<file path="src/rtl/spimaster_tx.sv">
// SPI master, mode CKP=0/CKE=0: shifts a word out MSB-first on sdo and
// captures sdi into a receive word, framing each transfer with ss.
module spimaster_tx #(
  parameter int DATA_WIDTH = 8,
  parameter int CLK_DIV    = 4
) (
  input  logic                  clk,
  input  logic                  rst_n,
  input  logic [DATA_WIDTH-1:0] data_i,
  input  logic                  start,
  output logic                  busy,
  output logic                  done,
  output logic [DATA_WIDTH-1:0] data_o,
  output logic                  sck,
  output logic                  sdo,
  input  logic                  sdi,
  output logic                  ss,
  output logic [2:0]            state_o
);

  localparam int DIV_W = $clog2(CLK_DIV + 1);
  localparam int BIT_W = $clog2(DATA_WIDTH + 1);
  localparam logic [DIV_W-1:0] DIV_LAST = DIV_W'(CLK_DIV - 1);
  localparam logic [BIT_W-1:0] BIT_LAST = BIT_W'(DATA_WIDTH);

  localparam logic [2:0] S_IDLE     = 3'd0;
  localparam logic [2:0] S_SETUP    = 3'd1;
  localparam logic [2:0] S_SHIFT_HI = 3'd2;
  localparam logic [2:0] S_SHIFT_LO = 3'd3;
  localparam logic [2:0] S_HOLD     = 3'd4;
  localparam logic [2:0] S_GAP      = 3'd5;

  logic [2:0]            state_q, state_d;
  logic [DIV_W-1:0]      div_q, div_d;
  logic [BIT_W-1:0]      bit_q, bit_d;
  logic [DATA_WIDTH-1:0] tx_q, tx_d;
  logic [DATA_WIDTH-1:0] rx_q, rx_d;
  logic [DATA_WIDTH-1:0] data_q, data_d;
  logic                  ss_q, ss_d;
  logic                  sck_q, sck_d;
  logic                  sdo_q, sdo_d;
  logic                  busy_q, busy_d;
  logic                  done_q, done_d;
  logic                  wrap;

  assign wrap = (div_q == DIV_LAST);

  // Handshake: start is sampled only while busy=0; the accepting edge
  // captures data_i and raises busy. start while busy=1 is dropped.
  always_comb begin
    state_d = state_q;
    div_d   = div_q;
    bit_d   = bit_q;
    tx_d    = tx_q;
    rx_d    = rx_q;
    data_d  = data_q;
    ss_d    = ss_q;
    sck_d   = sck_q;
    sdo_d   = sdo_q;
    busy_d  = busy_q;
    done_d  = 1'b0;

    if (state_q != S_IDLE) begin
      div_d = wrap ? '0 : div_q + DIV_W'(1);
    end

    case (state_q)
      S_IDLE: begin
        div_d = '0;
        if (start) begin
          tx_d    = data_i;
          rx_d    = '0;
          bit_d   = '0;
          ss_d    = 1'b0;
          busy_d  = 1'b1;
          sdo_d   = data_i[DATA_WIDTH-1];
          state_d = S_SETUP;
        end
      end
      S_SETUP: begin
        if (wrap) begin
          state_d = S_SHIFT_HI;
          sck_d   = 1'b1;
          sdo_d   = tx_q[DATA_WIDTH-1];
          tx_d    = {tx_q[DATA_WIDTH-2:0], 1'b0};
          bit_d   = bit_q + BIT_W'(1);
        end
      end
      S_SHIFT_HI: begin
        // The slave drove sdi on the sck rise, so it is stable here.
        if (wrap) begin
          state_d = S_SHIFT_LO;
          sck_d   = 1'b0;
          rx_d    = {rx_q[DATA_WIDTH-2:0], sdi};
        end
      end
      S_SHIFT_LO: begin
        if (wrap) begin
          if (bit_q == BIT_LAST) begin
            state_d = S_HOLD;
          end else begin
            state_d = S_SHIFT_HI;
            sck_d   = 1'b1;
            sdo_d   = tx_q[DATA_WIDTH-1];
            tx_d    = {tx_q[DATA_WIDTH-2:0], 1'b0};
            bit_d   = bit_q + BIT_W'(1);
          end
        end
      end
      S_HOLD: begin
        if (wrap) begin
          state_d = S_GAP;
          ss_d    = 1'b1;
          done_d  = 1'b1;
          data_d  = rx_q;
          sdo_d   = 1'b0;
        end
      end
      S_GAP: begin
        if (wrap) begin
          state_d = S_IDLE;
          busy_d  = 1'b0;
          bit_d   = '0;
        end
      end
      default: begin
        state_d = S_IDLE;
      end
    endcase
  end

  always_ff @(posedge clk or negedge rst_n) begin
    if (!rst_n) begin
      state_q <= S_IDLE;
      div_q   <= '0;
      bit_q   <= '0;
      tx_q    <= '0;
      rx_q    <= '0;
      data_q  <= '0;
      ss_q    <= 1'b1;
      sck_q   <= 1'b0;
      sdo_q   <= 1'b0;
      busy_q  <= 1'b0;
      done_q  <= 1'b0;
    end else begin
      state_q <= state_d;
      div_q   <= div_d;
      bit_q   <= bit_d;
      tx_q    <= tx_d;
      rx_q    <= rx_d;
      data_q  <= data_d;
      ss_q    <= ss_d;
      sck_q   <= sck_d;
      sdo_q   <= sdo_d;
      busy_q  <= busy_d;
      done_q  <= done_d;
    end
  end

  assign busy    = busy_q;
  assign done    = done_q;
  assign data_o  = data_q;
  assign sck     = sck_q;
  assign sdo     = sdo_q;
  assign ss      = ss_q;
  assign state_o = state_q;

endmodule

</file>
<file path="config.mk">
export PLATFORM = sky130hd
export DESIGN_NAME = spimaster_tx
export DESIGN_NICKNAME = d
export VERILOG_FILES = /design/src/rtl/spimaster_tx.sv
export SDC_FILE = /design/constraint.sdc
export NUM_CORES = 1
export LEC_CHECK = 0
export ABC_AREA = 1
export BUFFER_PORTS_ARGS = -buffer_cell sky130_fd_sc_hd__buf_2
export CORE_AREA = 2 2 74 76
export DETAILED_ROUTE_END_ITERATION = 12
export DIE_AREA = 0 0 76 78
export MAX_ROUTING_LAYER = met4
export PLACE_DENSITY = 0.65
export SLEW_MARGIN = 20
export SYNTH_ARGS = -nofsm -noshare
export SYNTH_HDL_FRONTEND = slang
export SYNTH_SLANG_ARGS = --single-unit
export TNS_END_PERCENT = 1
</file>
<file path="constraint.sdc">
create_clock -name clk -period 2.8 [get_ports clk]
set_input_delay 0.14 -clock clk [delete_from_list [all_inputs] [get_ports clk]]
set_output_delay 0.14 -clock clk [all_outputs]
set_load 0.01 [all_outputs]
</file>
# Yosys cells after proc, flatten, opt, wreduce, memory -nomap -nowiden
# Index checks and enable logic that the tools add are counted.
dict set report totals {
  ff_bits 39
  inputBits 12
  output_inout_bits 16
  word_cells 87
}
dict set report op_classes {
  add_sub_neg 2
  eq_ne 14
  n_mux 41
  n_reduce_logical 19
}
# cell count
set op_table {}
lappend op_table {{$mux W8} 6}
lappend op_table {{$mux W3} 10}
lappend op_table {{$pmux W8 S3} 1}
lappend op_table {{$mux W4} 5}
lappend op_table {{$pmux W3 S6} 1}
lappend op_table {{$reduce_and A6 Y1} 3}
lappend op_table {{$pmux W4 S4} 1}
lappend op_table {{$pmux W8 S2} 1}
lappend op_table {{$ne A2 B2 Y1 const B} 7}
lappend op_table {{$mux W1} 12}
lappend op_table {{$reduce_and A5 Y1} 2}
lappend op_table {{$eq A3 B2 Y1 const B} 3}
lappend op_table {{$reduce_and A3 Y1} 3}
lappend op_table {{$reduce_bool A3 Y1} 3}
lappend op_table {{$reduce_bool A2 Y1} 4}
lappend op_table {{$reduce_bool A4 Y1} 2}
lappend op_table {{$eq A3 B3 Y1 const B} 2}
lappend op_table {{$add A4 B1 Y4 const B} 1}
lappend op_table {{$eq A4 B4 Y1 const B} 1}
lappend op_table {{$pmux W1 S2} 2}
lappend op_table {{$pmux W1 S4} 1}
lappend op_table {{$add A3 B1 Y3 const B} 1}
lappend op_table {{$eq A3 B1 Y1 const B} 1}
lappend op_table {{$logic_not A3 Y1} 1}
lappend op_table {{other kinds (2)} 2}

# Longest topological paths before layout
# Gate-level depths: netlist (run 1).
dict set report depth {
  ltp_word 4
  ltp_mapped 9
}

# Least setup slack after synthesis (run 1)
# Ideal clock, no wire load.
dict set report synth_timing {
  path_type {reg-to-reg}
  startpoint {register div_q[0]}
  endpoint {register rx_q[6]}
  arrival_time_ns 1.263
  setup_slack_ns 1.419
  stages_incl_launch_ff 9
  n_path_buf 1
  synth_period_minus_slack_ns 1.381
  cell_sequence {dfrtp_1 > ha_1 > nand2_1 > inv_1 > nand2_4 > nand2_4 > buf_6 > nand3_2 > o21ai_2}
}
dict set report synth_via {
  elab_chain_len 3
}
# item line
set synth_rtl {}
lappend synth_rtl {{from (decl)} 34} ;# logic [DIV_W-1:0] div_q, div_d;
lappend synth_rtl {{from (signal assigned)} 147} ;# div_q <= div_d;
lappend synth_rtl {{$eq A3 B2 Y1} 46} ;# assign wrap = (div_q == DIV_LAST);
lappend synth_rtl {{$ne A2 B2 Y1 (no line)} -}
lappend synth_rtl {{$reduce_and A3 Y1 (no line)} -}
lappend synth_rtl {{to (signal assigned)} 150} ;# rx_q <= rx_d;
lappend synth_rtl {{to (decl)} 37} ;# logic [DATA_WIDTH-1:0] rx_q, rx_d;
# Every way passes these cells.
# A chain may end at the register's enable or synchronous reset.

# Worst setup path in the final report (run 1)
dict set report layout_timing {
  startpoint {register state_q[2], in the netlist state_o[2]}
  endpoint {register sdo_q, in the netlist sdo}
}
dict set report layout_via {
  elab_chain_len 3
  elab_cells_between_ends 12
}
# item line
set layout_rtl {}
lappend layout_rtl {{from (decl)} 33} ;# logic [2:0] state_q, state_d;
lappend layout_rtl {{from (signal assigned)} 146} ;# state_q <= state_d;
lappend layout_rtl {{$eq A3 B3 Y1 (tied with other cells)} 67} ;# case (state_q)
lappend layout_rtl {{$reduce_bool A4 Y1 (no line) or $ne A2 B2 Y1 (tied branches)} -}
lappend layout_rtl {{$reduce_and A6 Y1 (no line)} -}
lappend layout_rtl {{to (signal assigned)} 154} ;# sdo_q <= sdo_d;
lappend layout_rtl {{to (decl)} 41} ;# logic sdo_q, sdo_d;
# Several ways; a longest one is shown, not always the timed one.

==> results.json, run 1 <==
{
  "outcome": "finished, final reports clean",
  "cts_root_buffer": "clkbuf_8",
  "tightest_slew_ns": 0.847,
  "ys_top_cells_by_area": "dfrtp_1, nand2_1, inv_1",
  "syn-cell-area_mm2": 0.00199,
  "ios": 28,
  "slew_viol_final": 0,
  "synth-simple-area-share_pct": 30.2,
  "cts_tree": "built",
  "p_leak_nw": 1.20,
  "path_max_fanout": 12,
  "cap_viol_max_count": 0,
  "start_util_pct": 39.4,
  "finalPower_mw": 2.07,
  "period_needed_ns": 1.76,
  "fmax_mhz": 569,
  "cp.arrival_ns": 1.94,
  "synth_top_area_share_pct": 47.9,
  "numCtsBuffers": 5,
  "fp-row-count": 26,
  "gr-max-usage-layer": "met2",
  "setup_viol": 0,
  "gp_congestion": 0.867,
  "cp_common_cell": "nand2_1",
  "synth_cell_types": 27,
  "port_buffers": 27,
  "path_cells": "nor2_2 > inv_1 > nand2_1 > o21ai_0 > nand2_1 > nand2_1",
  "post_drt_wl_per_cell_um": 10.9,
  "cp-start-kind": "flip-flop",
  "die_x_um": 76,
  "finalWirelength_um": 3590,
  "antenna_found_initial": 0,
  "synth_xor_area_share_pct": 0.882,
  "cts_resized": 0,
  "die-area_mm2": 0.00593,
  "viasPerCell": 4.61,
  "synth_top_family_by_area": "simple AND/OR/NAND/NOR gates",
  "die_h_um": 78,
  "grt-ovfl-total": 0,
  "fill_cells": 506,
  "fin_nets": 273,
  "ir_drop_mv": 0.316,
  "clock_skew_ns": 0.00462,
  "diodes": 0,
  "slew_headroom_pct": 43.5,
  "cts-root-to-sink-buffers": 2,
  "syn_inst": 228,
  "setup_tns_ns": 0,
  "vias": 1518,
  "syn_nets": 243,
  "areaGrowthSynthToFinish_pct": 13.7,
  "hold_buffers": 1,
  "dp_hpwl_um": 2600,
  "grtUsageMet2_pct": 22.1,
  "grt_use_met1_pct": 16.9,
  "drtIter0Drc": 112,
  "ys_seq_area_share_pct": 49.2,
  "cts_setup_buffers": 0,
  "yosysTopAreaCell": "dfrtp_1",
  "worst_ep_required_time_ns": 2.98,
  "critPathKind": "reg2reg",
  "drive_gt1_share_pct": 27.0,
  "synth-compound-area-share_pct": 9.95,
  "fin_crit_sh_pct": 62.8,
  "clk_latency_ns": 0.29,
  "yosysWarningCount": 0,
  "drc_errors": 0,
  "cts.sinks": 39,
  "yosys-mux-area-fraction_pct": 0,
  "h-tree-depth": 2,
  "slowest_delay_ns": 0.59,
  "crit_slowest_cell": "dfrtp_1",
  "clk_pin_slew_ns": 0.08,
  "grt_pass1_vias": 1474,
  "grt.met3_usage_pct": 4.19,
  "hold_depth": 3,
  "rsz0062_at_grt": "false",
  "drt_pass1_iterations": 4,
  "r2r_cells": 6,
  "grt_max_degree": 40,
  "synth_adder_area_share_pct": 1.89,
  "hold_class": "in2reg",
  "track_usage_pct": 14.0,
  "postRouteAntennaNets": 0,
  "worst_setup_path_end_kind": "flip-flop",
  "grt_pass1_wl_um": 6470,
  "cellPowerDensity_mw_per_mm2": 917,
  "synth_area_per_cell_um2": 8.71,
  "coreArea_mm2": 0.00504,
  "synth_seq_cells": 39,
  "hold_viol": 0
}
[per-stage QoR]
stage	cell area, um^2	cells	util, %	hold slack (ns)	setup WS (ns)
2_1_floorplan	1990	228	-	-0.156	1.42
3_3_place_gp	2160	320	42.9	0.303	1.01
3_5_place_dp	2160	320	42.9	0.301	1.04
4_1_cts	2260	329	44.8	0.0823	1.02
5_1_grt	2260	329	44.8	0.0887	0.827
6_report	2260	329	44.8	0.0903	1.04
[sequential cells by signal, indices dropped and copies added, names as in the netlist]
| register | count |
|---|---|
| done | 1 |
| rx_q | 8 |
| div_q | 3 |
| busy | 1 |
| sck | 1 |
| state_o | 3 |
| data_o | 8 |
| ss | 1 |
| sdo | 1 |
| tx_q | 8 |
| bit_q | 4 |
[cell families (layout without fill, tap and decap cells)]
logic type	count (synthesis)	in the layout
AOI/OAI and AO/OA	29	29
buffers and inverters	33	64
adders and majority gates	3	3
DFF	39	39
xor gates and xnor gates	2	2
and+or+nand+nor	122	122
[worst paths after layout]
kind | start | slack (ns) | endpoint
max | state_o[2] | 1.04 | sdo
min | sdi | 0.09 | rx_q[0]
max reg2reg | state_o[2] | 1.04 | sdo
min reg2reg | div_q[0] | 0.44 | div_q[0]
max in group asynchronous | rst_n | 1.78 | state_o[0]
min in group asynchronous | rst_n | 0.49 | data_o[4]
[cells in the mapped netlist, drive strengths merged]
| cell type | instances |
|---|---|
| buf | 5 |
| inv | 28 |
| nand4 | 1 |
| dfrtp | 38 |
| o21ai | 22 |
| o21bai | 5 |
| nor3 | 3 |
| ha | 3 |
| nor2 | 16 |
| nand2 | 83 |
| nand3 | 19 |
| dfstp | 1 |
| xor2 | 2 |
| o211ai | 1 |
| a21oi | 1 |
[worst max-delay path: cells and delay by family, from the launching register on]
family,cells,cell delay [ns]
buffers and inverters,1,0.23
DFF,1,0.59
AOI/OAI and AO/OA,1,0.08
and+or+nand+nor,4,0.76
[metal layers]
| layer | wire (um) | part of all wire [%] |
|---|---|---|
| met4 | 59 | 1.6 |
| met5 | 0 | 0 |
| met3 | 140 | 3.9 |
| met1 | 1710 | 47 |
| met2 | 1680 | 47 |
[cell type report]
cell class                      instances  area [um^2]  area share, %
Clock buffer                            5         68.8           3.05
Clock inverter                          3         20.0          0.886
Inverter                               28          108           4.76
Multi-Input combinational cell        156          853           37.8
Sequential cell                        39          977           43.2
Tap cell                               70         87.6           3.88
Timing Repair Buffer                   28          145           6.42
[power by group]
part	switching (mW)	internal, mW	leakage, nW	total (mW)
Combinational	0.609	0.292	0.648	0.901
Sequential	0.0981	0.697	0.509	0.795
Clock	0.203	0.173	0.0402	0.376
[cell usage in the layout, fill, tap and decap left out, types with 3 or more instances in the layout]
master and n:
nor3_1 3, nor2_1 9, inv_1 25, nor2_2 4, o21bai_1 5, nand2_4 3, o21ai_0 4, dfrtp_1 38
clkbuf_8 5, nand2_2 6, ha_1 3, o21ai_2 10, nand3_2 3, nand3_1 15, buf_2 27, nand2_1 74
o21ai_1 8
Power figures use the tool's default switching activity.
==> inputs of run 2 (changes only) <==
--- a/config.mk
+++ b/config.mk
@@ -5,11 +5,11 @@
 export SDC_FILE = /design/constraint.sdc
 export NUM_CORES = 1
 export LEC_CHECK = 0
-export ABC_AREA = 1
+export ABC_AREA = 0
 export BUFFER_PORTS_ARGS = -buffer_cell sky130_fd_sc_hd__buf_2
-export CORE_AREA = 2 2 74 76
+export CORE_AREA = 2 2 71 73
 export DETAILED_ROUTE_END_ITERATION = 12
-export DIE_AREA = 0 0 76 78
+export DIE_AREA = 0 0 73 75
 export MAX_ROUTING_LAYER = met4
 export PLACE_DENSITY = 0.65
 export SLEW_MARGIN = 20
==> constraint.sdc (replaced) <==
create_clock -name clk -period 1.7 [get_ports clk]
set_input_delay 0.085 -clock clk [delete_from_list [all_inputs] [get_ports clk]]
set_output_delay 0.085 -clock clk [all_outputs]
set_load 0.01 [all_outputs]
==> run 2 against run 1 <==
Effect of this change:
- non-clock buffer count up 21
- sequential cell count unchanged
- worst setup slack worse by 1.0 ns
- sequential power up 67%
- sequential share of layout area down 0.26 points
- highest routed layer unchanged
- area after synthesis down 8.8%
- combinational power up 90%
- via count down 2.0%
- register-to-register slack worse by 1.0 ns
==> results.json, run 2 <==
{
  "postRouteAntennaNets": 0,
  "ios": 28,
  "yosysWarningCount": 0,
  "cp.arrival_ns": 1.86,
  "antenna_found_initial": 0,
  "ir_drop_mv": 0.678,
  "yosysTopAreaCell": "dfrtp_1",
  "cap_viol_max_count": 0,
  "h-tree-depth": 2,
  "syn_inst": 193,
  "slew_viol_final": 0,
  "hold_class": "in2reg",
  "rsz0062_at_grt": "true",
  "drive_gt1_share_pct": 28.5,
  "cts_root_buffer": "clkbuf_8",
  "synth_area_per_cell_um2": 9.39,
  "cp-start-kind": "flip-flop",
  "post_drt_wl_per_cell_um": 13.1,
  "yosys-mux-area-fraction_pct": 1.17,
  "clk_latency_ns": 0.30,
  "die_x_um": 73,
  "grt_max_degree": 21,
  "layout_common_cells": "nand2_1, dfrtp_1, buf_2",
  "p_sw_share_pct": 39.4,
  "synth_adder_area_share_pct": 2.07,
  "grt_pass1_vias": 1386,
  "slew_headroom_pct": 71.2,
  "start_util_pct": 38.9,
  "cts_tree": "built",
  "p_leak_nw": 1.06,
  "synth-compound-area-share_pct": 17.0,
  "drc_errors": 0,
  "synth_top_area_share_pct": 52.4,
  "clk_pin_slew_ns": 0.08,
  "async_reset_ff_share_pct": 100,
  "power_frac_clock_pct": 17.1,
  "synth_cell_types": 39,
  "grt-ovfl-total": 0,
  "port_buffers": 27,
  "grt_pass1_wl_um": 6420,
  "critPathKind": "reg2reg",
  "drt_pass1_iterations": 4,
  "worst_setup_path_end_kind": "flip-flop",
  "setup_viol": 0,
  "fin_crit_sh_pct": 98.8,
  "pwr-share-comb_pct": 46.7,
  "fmax_mhz": 596,
  "ys_seq_area_share_pct": 53.9,
  "worst_ep_required_time_ns": 1.88,
  "vias": 1488,
  "cellPowerDensity_mw_per_mm2": 1610,
  "diodes": 0,
  "outcome": "finished, final reports clean",
  "synthFlopType": "dfrtp_1",
  "layout_commonest_cell": "nand2_1",
  "synth_seq_cells": 39,
  "cts.sinks": 39,
  "syn_nets": 208,
  "setup_tns_ns": 0,
  "numCtsBuffers": 5,
  "gp_congestion": 0.735,
  "cts-root-to-sink-buffers": 2,
  "syn-cell-area_mm2": 0.00181,
  "synthTopCellsByCount": "nand2_1, dfrtp_1, a21oi_1",
  "synth_xor_area_share_pct": 0,
  "viasPerCell": 5.08,
  "path_max_fanout": 5,
  "synth-edff-count": 0,
  "place_inst": 282,
  "clock_skew_ns": 0.00745,
  "drtIter0Drc": 79,
  "fin_nets": 253,
  "dp_hpwl_um": 2680,
  "synth_top_family_by_area": "simple AND/OR/NAND/NOR gates",
  "track_usage_pct": 15.9,
  "setup_ws_ns": 0.0211,
  "tightest_slew_ns": 0.432,
  "synth_most_common_cell": "nand2_1",
  "hold_viol": 0,
  "intPower_mw": 2.22,
  "areaGrowthSynthToFinish_pct": 25.4,
  "period_needed_ns": 1.68,
  "die-area_mm2": 0.00548,
  "die_h_um": 75,
  "finalWirelength_um": 3840,
  "seqPwrFrac_pct": 36.2,
  "dp_slack_ns": 0.00434,
  "p_sw_mw": 1.44,
  "fin_cells": 293,
  "synth-simple-area-share_pct": 22.8,
  "ys_top_cells_by_area": "dfrtp_1, nand2_1, a21oi_1",
  "fp-row-count": 25,
  "coreArea_mm2": 0.00466
}
-- run 2: changes by cell type after synthesis, sizes merged, moves of 2 or more --
cell and change:
nand3 -6, a41oi +7, inv -25, o21ai -7, o21bai -2, xor2 -2, clkbuf +6, nor3b +3
nand2b +2, a21oi +16, nor2b +4, nor2 -11, nand2 -34
-- run 2: cells by family (layout without fill, tap and decap cells) --
| group | count (synthesis) | after routing |
|---|---|---|
| simple gates | 87 | 87 |
| mux | 2 | 2 |
| flops | 39 | 39 |
| buf+inv | 14 | 60 |
| compound gates | 48 | 48 |
| fa+ha+maj | 3 | 3 |
-- run 2: area by class of cell --
class                      count  area (um^2)
fill                         450         2390
sequential                    39          977
multi-input combinational    140          813
timing repair buffer          49          315
clock buffer                   5         68.8
tap                           54         67.6
clock inverter                 3         20.0
inverter                       3         11.3
-- run 2: power groups by stage --
stage / logic, mW / registers (mW) / clock network (mW)
2_1_floorplan: 1.05 / 1.33 / 0
3_3_place_gp: 1.61 / 1.32 / 0
3_5_place_dp: 1.64 / 1.33 / 0
4_1_cts: 1.65 / 1.31 / 0.648
5_1_grt: 1.95 / 1.36 / 0.673
6_report: 1.71 / 1.33 / 0.627
-- run 2: layer usage --
layer	GRT usage, %	vias up	share of wire (%)
li1	-	764	-
met1	21.1	693	48
met2	23.4	26	46
met3	4.28	5	3.9
met4	6.17	0	1.4
met5	-	-	0
-- run 2: through the flow --
step	util [%]	hold WS [ns]	area [um^2]	total power [mW]
floorplan	-	-0.211	1820	2.38
global placement	45.8	0.0530	2130	2.93
detailed placement	45.8	0.0571	2130	2.97
CTS	47.9	0.0666	2230	3.61
global route	48.8	0.0776	2270	3.98
finish	48.8	0.0735	2270	3.67
-- run 2: worst paths after layout --
| kind | from | slack (ns) | endpoint | depth (start not counted) |
|---|---|---|---|---|
| setup reg to reg | state_o[0] | 0.02 | bit_q[2] | 5 |
| hold reg to reg | data_o[5] | 0.47 | data_o[5] | 2 |
| max in group asynchronous | rst_n | 0.86 | ss | 3 |
| min in group asynchronous | rst_n | 0.25 | data_o[1] | 2 |
| setup / recovery | state_o[0] | 0.02 | bit_q[2] | 5 |
| hold / removal | data_i[3] | 0.07 | tx_q[3] | 3 |
-- run 2: worst max-delay path, stage by stage, from the launching register on --
cell and delay [ns]:
dfrtp_1 0.42, or3b_4 0.43, o22a_4 0.19, buf_4 0.15
o21bai_1 0.16, a32o_1 0.21
-- run 2: repair_timing --
action	4_1_cts	5_1_grt
hold endpoints to repair	18	0
resized for setup	1	4
pin swaps	1	5
setup endpoints to repair	2	4
buffers inserted	0	2
gates cloned	0	0
hold buffers	1	0
==> inputs of run 3 (changes only) <==
--- a/config.mk
+++ b/config.mk
@@ -8,10 +8,12 @@
 export ABC_AREA = 0
 export BUFFER_PORTS_ARGS = -buffer_cell sky130_fd_sc_hd__buf_2
 export CORE_AREA = 2 2 71 73
+export CTS_CLUSTER_DIAMETER = 30
 export DETAILED_ROUTE_END_ITERATION = 12
 export DIE_AREA = 0 0 73 75
 export MAX_ROUTING_LAYER = met4
 export PLACE_DENSITY = 0.65
+export SETUP_SLACK_MARGIN = 0.5
 export SLEW_MARGIN = 20
 export SYNTH_ARGS = -nofsm -noshare
 export SYNTH_HDL_FRONTEND = slang
==> run 3 against run 2 <==
Effect of this change:
- non-clock buffer count is the same
- final cell count stayed put
- clock power is 46% higher
- sequential cell count unchanged
==> results.json, run 3 (synthesized netlist as in run 2, its figures left out) <==
{
  "cts-root-to-sink-buffers": 2,
  "track_usage_pct": 15.8,
  "hold_depth": 3,
  "drc_errors": 0,
  "p_sw_share_pct": 35.4,
  "drt_pass1_iterations": 4,
  "seqPwrFrac_pct": 33.6,
  "p_sw_mw": 1.39,
  "setup_ws_ns": 0.119,
  "hold_class": "in2reg",
  "slew_viol_final": 0,
  "finalPower_mw": 3.93,
  "cts_root_buffer": "clkbuf_8",
  "dp_slack_ns": 0.113,
  "h-tree-depth": 2,
  "drive_gt1_share_pct": 28.5,
  "outcome": "finished, final reports clean",
  "antenna_found_initial": 0,
  "ios": 28,
  "dp_hpwl_um": 2610,
  "p_leak_nw": 1.10,
  "rr_endpoint": "bit_q[3]",
  "numCtsBuffers": 5,
  "fin_nets": 253,
  "ir_drop_mv": 0.941,
  "gp_congestion": 0.857,
  "areaGrowthSynthToFinish_pct": 28.6,
  "worst_ep_required_time_ns": 1.94,
  "intPower_mw": 2.54,
  "fin_cells": 293,
  "drtIter0Drc": 87,
  "hp-start": "sdi",
  "die_h_um": 75,
  "power_frac_clock_pct": 23.2,
  "holdPathEnd": "rx_q[0]",
  "cts.sinks": 39,
  "setup_viol": 0,
  "grt_pass1_vias": 1406,
  "die_x_um": 73,
  "fmax_mhz": 632,
  "period_needed_ns": 1.58,
  "cap_viol_max_count": 0,
  "port_buffers": 27,
  "post_drt_wl_per_cell_um": 12.7,
  "rr_startpoint": "state_o[0]",
  "clock_skew_ns": 0.0108,
  "rsz0062_at_grt": "true",
  "r2r_cells": 4,
  "grt_pass1_wl_um": 6270,
  "grt-ovfl-total": 0,
  "cp-start-kind": "flip-flop",
  "pwr-share-comb_pct": 43.2,
  "clk_pin_slew_ns": 0.08,
  "place_inst": 282,
  "r2r_slack_ns": 0.12,
  "cellPowerDensity_mw_per_mm2": 1690,
  "grt_max_degree": 40,
  "vias": 1504,
  "worst_setup_path_end_kind": "flip-flop",
  "start_util_pct": 38.9,
  "cts_tree": "built",
  "slew_headroom_pct": 75.4,
  "fin_crit_sh_pct": 93.0,
  "path_max_fanout": 5,
  "die-area_mm2": 0.00548,
  "hold_viol": 0,
  "layout_common_cells": "nand2_1, dfrtp_1, buf_2",
  "coreArea_mm2": 0.00466,
  "viasPerCell": 5.13,
  "critPathKind": "reg2reg",
  "cp.arrival_ns": 1.82,
  "layout_commonest_cell": "nand2_1",
  "tightest_slew_ns": 0.367,
  "fp-row-count": 25,
  "setup_tns_ns": 0,
  "diodes": 0,
  "clk_latency_ns": 0.29,
  "postRouteAntennaNets": 0,
  "finalWirelength_um": 3740
}
==> run 3: worst max-delay path by stage <==
stage               start  endpoint  slack [ns]  cells past startpoint
2_1_floorplan  state_o[1]  bit_q[3]        0.09                      4
3_3_place_gp   state_o[0]  bit_q[3]        0.14                      4
3_5_place_dp     div_q[0]  bit_q[3]        0.11                      5
4_1_cts        state_o[0]  bit_q[3]        0.12                      4
5_1_grt        state_o[0]  bit_q[3]        0.04                      4
6_report       state_o[0]  bit_q[3]        0.12                      4
==> run 3: area by class of cell <==
cell class | instances | area (um^2)
Clock buffer | 6 | 72.6
Sequential cell | 39 | 977
Timing Repair Buffer | 49 | 328
Inverter | 3 | 13.8
Fill cell | 444 | 2330
Clock inverter | 2 | 60.1
Multi-Input combinational cell | 140 | 812
Tap cell | 54 | 67.6
==> run 3: stage by stage <==
stage	utilization (%)	hold WS (ns)	instance area (um^2)
5_1_grt	50.0	0.0762	2330
3_3_place_gp	46.4	0.0715	2160
6_report	50.0	0.0669	2330
3_5_place_dp	46.4	0.0693	2160
4_1_cts	49.5	0.0601	2310
2_1_floorplan	-	-0.211	1840
==> run 3: layer usage <==
layer / vias to the layer above / track usage [%] / wire, um
met2: 28 / 23.6 / 1740
met3: 6 / 5.76 / 127
met1: 705 / 19.7 / 1820
li1: 765 / - / -
met5: - / - / 0
met4: 0 / 5.97 / 46
==> run 3: power by group through the flow <==
stage	Combinational (mW)	Clock [mW]	Sequential, mW
floorplan	1.09	0	1.33
global placement	1.63	0	1.33
detailed placement	1.65	0	1.33
CTS	1.66	0.933	1.31
global route	1.91	0.966	1.36
finish	1.70	0.913	1.32
==> run 3: critical path, stage by stage, from the launching register on <==
cell and delay, ns:
dfrtp_1 0.41, or3b_4 0.42, o22a_4 0.22, or4_1 0.40, nand3_1 0.09
==> run 3: repair_timing <==
item | 4_1_cts | 5_1_grt
buffers inserted | 0 | 2
resized for setup | 1 | 2
hold endpoints to repair | 39 | 0
pin swaps | 1 | 1
endpoints found under the setup margin | 36 | 39
hold buffers | 1 | 0
